**src/rtl/sd_crc_lanes.sv**
```systemverilog
// sd_crc_lanes: multi-lane serial CRC engine for the SD host datapath.
// Each lane runs an independent MSB-first CRC over its serial input bits.
// After the payload, the sequencer either shifts the finished CRC out
// serially (generate mode) or compares the received trailing CRC against
// the computed one (check mode).
//   LANES=1, CRC_W=7,  POLY=7'h09    -> CMD line CRC7
//   CRC_W=16, POLY=16'h1021           -> DAT line CRC16
//
// Ports:
//   sdClk        clock, rising edge
//   crcRst       synchronous active-high reset
//   start        clear all lanes to INIT, latch mode, enter CALC
//   mode         0 = generate, 1 = check (sampled on start)
//   dataEn       dataIn valid this cycle
//   dataIn       one payload/CRC bit per lane
//   finish       last payload bit is this cycle or already passed
//   crcOut       lane l in [l*CRC_W +: CRC_W]
//   crcBit       serial CRC bit per lane while crcBitValid
//   crcBitValid  high during TX
//   busy         state != IDLE
//   done         single-cycle completion pulse
//   errLane      per-lane mismatch, sticky until start
//   crcErr       OR of errLane
module sd_crc_lanes #(
  parameter int unsigned      LANES = 1,
  parameter int unsigned      CRC_W = 7,
  parameter logic [CRC_W-1:0] POLY  = 7'h09,
  parameter logic [CRC_W-1:0] INIT  = '0
) (
  input  logic                   sdClk,
  input  logic                   crcRst,
  input  logic                   start,
  input  logic                   mode,
  input  logic                   dataEn,
  input  logic [LANES-1:0]       dataIn,
  input  logic                   finish,
  output logic [LANES*CRC_W-1:0] crcOut,
  output logic [LANES-1:0]       crcBit,
  output logic                   crcBitValid,
  output logic                   busy,
  output logic                   done,
  output logic [LANES-1:0]       errLane,
  output logic                   crcErr
);

  localparam int unsigned CNT_W = $clog2(CRC_W) + 1;
  localparam logic [CNT_W-1:0] CNT_LAST = CNT_W'(CRC_W - 1);
  localparam logic [CNT_W-1:0] CNT_FULL = CNT_W'(CRC_W);

  typedef enum logic [1:0] {
    IDLE = 2'd0,
    CALC = 2'd1,
    TX   = 2'd2,
    CHK  = 2'd3
  } state_t;

  state_t                   r_state;
  logic [CNT_W-1:0]         r_cnt;
  logic                     r_mode;
  logic [LANES*CRC_W-1:0]   r_crc;
  logic [LANES-1:0]         r_err;

  logic [LANES*CRC_W-1:0]   w_crcNext;
  logic [LANES-1:0]         w_curBit;
  logic                     w_txLast;
  logic                     w_chkLast;

  // Bit crc[CRC_W-1-idx]: shifting left by idx brings it to the MSB, which
  // avoids a subtracted variable index.
  function automatic logic pick_bit(input logic [CRC_W-1:0] v,
                                    input logic [CNT_W-1:0] idx);
    logic [CRC_W-1:0] s;
    s = v << idx;
    return s[CRC_W-1];
  endfunction

  always_comb begin
    w_crcNext = '0;
    w_curBit  = '0;
    for (int unsigned l = 0; l < LANES; l++) begin
      w_crcNext[l*CRC_W +: CRC_W] =
        {r_crc[l*CRC_W +: CRC_W-1], 1'b0} ^
        ((dataIn[l] ^ r_crc[l*CRC_W + CRC_W-1]) ? POLY : '0);
      w_curBit[l] = pick_bit(r_crc[l*CRC_W +: CRC_W], r_cnt);
    end
  end

  assign w_txLast  = (r_state == TX)  && (r_cnt == CNT_LAST);
  // In CHK the counter reaches CRC_W after the last accepted bit, so the
  // done cycle already shows the final errLane.
  assign w_chkLast = (r_state == CHK) && (r_cnt == CNT_FULL);

  always_ff @(posedge sdClk) begin
    if (crcRst) begin
      r_state <= IDLE;
      r_crc   <= '0;
      r_err   <= '0;
      r_cnt   <= '0;
      r_mode  <= 1'b0;
    end else if (start) begin
      r_state <= CALC;
      r_crc   <= {LANES{INIT}};
      r_err   <= '0;
      r_cnt   <= '0;
      r_mode  <= mode;
    end else begin
      case (r_state)
        CALC: begin
          if (dataEn) r_crc <= w_crcNext;
          if (finish) begin
            r_state <= r_mode ? CHK : TX;
            r_cnt   <= '0;
          end
        end
        TX: begin
          r_cnt <= r_cnt + 1'b1;
          if (w_txLast) r_state <= IDLE;
        end
        CHK: begin
          if (w_chkLast) begin
            r_state <= IDLE;
          end else if (dataEn) begin
            r_err <= r_err | (dataIn ^ w_curBit);
            r_cnt <= r_cnt + 1'b1;
          end
        end
        default: ;
      endcase
    end
  end

  assign crcOut      = r_crc;
  assign busy        = (r_state != IDLE);
  assign crcBitValid = (r_state == TX);
  assign crcBit      = (r_state == TX) ? w_curBit : '0;
  assign done        = w_txLast || w_chkLast;
  assign errLane     = r_err;
  assign crcErr      = |r_err;

endmodule

```
**config.mk**
```make
export PLATFORM = sky130hd
export DESIGN_NAME = sd_crc_lanes
export DESIGN_NICKNAME = d
export VERILOG_FILES = /design/src/rtl/sd_crc_lanes.sv
export SDC_FILE = /design/constraint.sdc
export NUM_CORES = 1
export LEC_CHECK = 0
export CAP_MARGIN = 20
export CORE_ASPECT_RATIO = 0.9
export CORE_MARGIN = 3
export CORE_UTILIZATION = 55
export CTS_BUF_LIST = sky130_fd_sc_hd__clkbuf_4
export CTS_CLUSTER_SIZE = 8
export DETAILED_ROUTE_END_ITERATION = 6
export GPL_TIMING_DRIVEN = 0
export PLACE_DENSITY_LB_ADDON = 0.12
export SLEW_MARGIN = 20
export SYNTH_ARGS = -nofsm -noshare
export SYNTH_HDL_FRONTEND = slang
export SYNTH_SLANG_ARGS = --single-unit
```
**constraint.sdc**
```tcl
create_clock -name sdClk -period 4.8 [get_ports sdClk]
set_input_delay 0.96 -clock sdClk [delete_from_list [all_inputs] [get_ports sdClk]]
set_output_delay 0.96 -clock sdClk [all_outputs]
set_load 0.05 [all_outputs]
```
==> impl_results.md <==
- Post-CTS Hold Buffers: 0
- Vias in the first global route: 757
- Layout area overhead: 27.3%
- Worst R2R Path Depth: 4
- Core Area: 1350 sq um
- Pwr/cell area: 216 nW/um^2
- Cell-internal power: 0.178 mW
- Final Skew: 1.73 ps
- Arrival @ worst endpoint: 2400 ps
- Reg clk slew, reported paths: 90 ps
- Actual slew at the worst max-slew pin: 507 ps
- Critical path's slowest cell: clkdlybuf4s50_1
- Hold Path Stages: 1
- Worst path max stage delay: 710 ps
- Final Cell Area: 1110 sq um
- Final HPWL DP: 1.58 mm
- Port Buffers: 19
- Starting Density: 64.4%
- Outcome: completed
- Final Hold Fails: 0
- Dpl cells: 137
- DRT Pass-1 Iters: 4
- CP cell instances: mux4_2, or2_1, nand3_1, nor3_1, clkdlybuf4s50_1
- Post-Syn Area: 871 sq um
- H-tree levels: 1
- Filler cells: 93
- Combinational share of power: 13.7%
- Worst hold slack: 515 ps
- Total track usage: 21.5%
- NetSw: 0.0616 mW
- Unrepaired setup endpoints after global routing: no
- Fin crit share: 69.9%
- Antenna diode count: 0
- VDD IR max: 0.149 mV
- Wire per inst: 14.5 um
- CTS tree: built
- Total Routed Length: 2.05 mm
- Syn_area_per_cell: 8.37 sq um
- Largest net degree at the start of global routing: 11
- Vias per Instance: 5.84
- Stages on worst setup path: 5
- Ys Warns: 0
- Clk pwr share: 33.1%
- Total gr overflow: 0
- Final worst setup slack: 1440 ps
- CTS Buffer Depth: 2
- DRC errors left: 0
- Postcts setup bufs: 0
- Max Cap Violations: 0
- Max transition margin: 66.1%
- First-pass GRT wire length: 3.25 mm
- Post-Place Setup Slack: 1760 ps
- Final Util: 82.0%
- Routed via count: 824
- Leading cell type in the layout, fill and taps excluded: clkdlybuf4s50_1
- Post-cts resize count: 0
- Initial antenna violation count: 0
- Worst setup SP type: register
- Number of synthesized register bits: 15
- Distinct cell type count of the synthesized netlist: 33
- Area of the die: 2100 sq um
- Sw Share: 25.7%
- Row cnt: 12
- Flop pwr share: 53.2%
- Die Ht: 43.8 um
- Critical Path RT: 3840 ps
- Final min period: 3360 ps
- Most frequent cells in the layout: clkdlybuf4s50_1, nor2_1, dfxtp_1
- # clock sinks: 15
- I/O pin total: 20
- Delay-heaviest family, CP: buffers and inverters
- CTS buffer count: 3
- Synthesized net count: 113
- Max-slew violations: 0
- Lkg Pwr: 0.451 nW
- DR iter-0 viols: 17
- Root buffer cell: clkbuf_4
- Nets@finish: 137
- Final setup fails: 0
- Placed inst area: 1080 sq um
- Share of cells above drive strength 1: 13.4%
- Worst-skew pair later-pin latency: 290 ps
- RePlAce Congestion: 0.858
- Final non-filler cell total: 141
- Total power: 0.240 mW
- Cells after Synth: 104
- Fin Setup TNS: 0 ps
- Critical Path Fanout Max: 7
- Max Clock Freq: 0.298 GHz
- ANT nets after route: 0
- Crit path capture type: output port
- Buf/Inv on CP: 1
- Hold WC Path Type: register to register
- Seq/Total Area, Yosys: 34.5%
- Die W: 47.9 um
- Kind of critical path: register to output port
sequential cells by signal, indices dropped and copies added (netlist names):
name and count:
r_cnt 4, crcErr 1, r_state 2, r_mode 1
crcOut 7
kinds of logic after synthesis:
kind of cell | count (synthesis) | share of synthesized area (%)
simple gates | 44 | 26.2
buf+inv | 15 | 9.19
flops | 15 | 34.5
compound gates | 14 | 9.63
mux | 12 | 15.7
xor+xnor | 2 | 2.01
fa+ha+maj | 2 | 2.87
synth_stat cells (all sizes together):
master	count	area share, %
or3	3	2.2
a221o	1	1.1
nand3	4	2.3
or2	3	2.2
nand2b	1	0.72
inv	4	1.7
buf	7	5.7
a21oi	4	2.3
a22oi	2	1.7
xnor2	2	2.0
mux2i	8	9.2
and4	1	1.3
nand2	3	1.3
clkbuf	4	1.7
nand4	1	0.72
mux4	1	2.6
and3	1	0.72
nor4	1	0.72
nand3b	1	0.86
nor2	16	6.9
a31oi	1	0.72
dfxtp	15	34
o21a	1	0.86
nor3	5	2.9
ha	2	2.9
mux2	3	3.9
o21ai	5	2.9
nor2b	2	1.4
and3b	2	2.0
final timing paths:
kind                            slack (ps)     start  endpoint
worst max-delay path                  1440  r_cnt[1]    crcBit
worst min-delay path                   510    crcErr    crcErr
worst max register to register        3050  r_cnt[1]    crcErr
worst min register to register         510    crcErr    crcErr
routing by layer:
| metal | vias to the layer above | part of all wire (%) | track usage, % |
|---|---|---|---|
| li1 | 403 | - | - |
| met1 | 379 | 43 | 26.1 |
| met2 | 34 | 47 | 34.3 |
| met3 | 8 | 7.7 | 8.71 |
| met4 | 0 | 1.9 | 5.91 |
| met5 | - | 0 | 0 |
final cells by class:
class	count	area, sq um	area share [%]
Buffer	11	65.1	5.87
Clock buffer	4	30.0	2.71
Inverter	4	15.0	1.35
Multi-Input combinational cell	74	490	44.2
Sequential cell	15	300	27.1
Tap cell	14	17.5	1.58
Timing Repair Buffer	19	190	17.2
power by group through the flow:
stage | clock network, mW | logic [mW] | registers [mW]
finish | 0.0795 | 0.0329 | 0.128
global route | 0.0870 | 0.0356 | 0.128
CTS | 0.0818 | 0.0329 | 0.127
detailed placement | 0 | 0.0325 | 0.130
global placement | 0 | 0.0314 | 0.130
floorplan | 0 | 0.0205 | 0.130
Power figures use the tool's default switching activity.
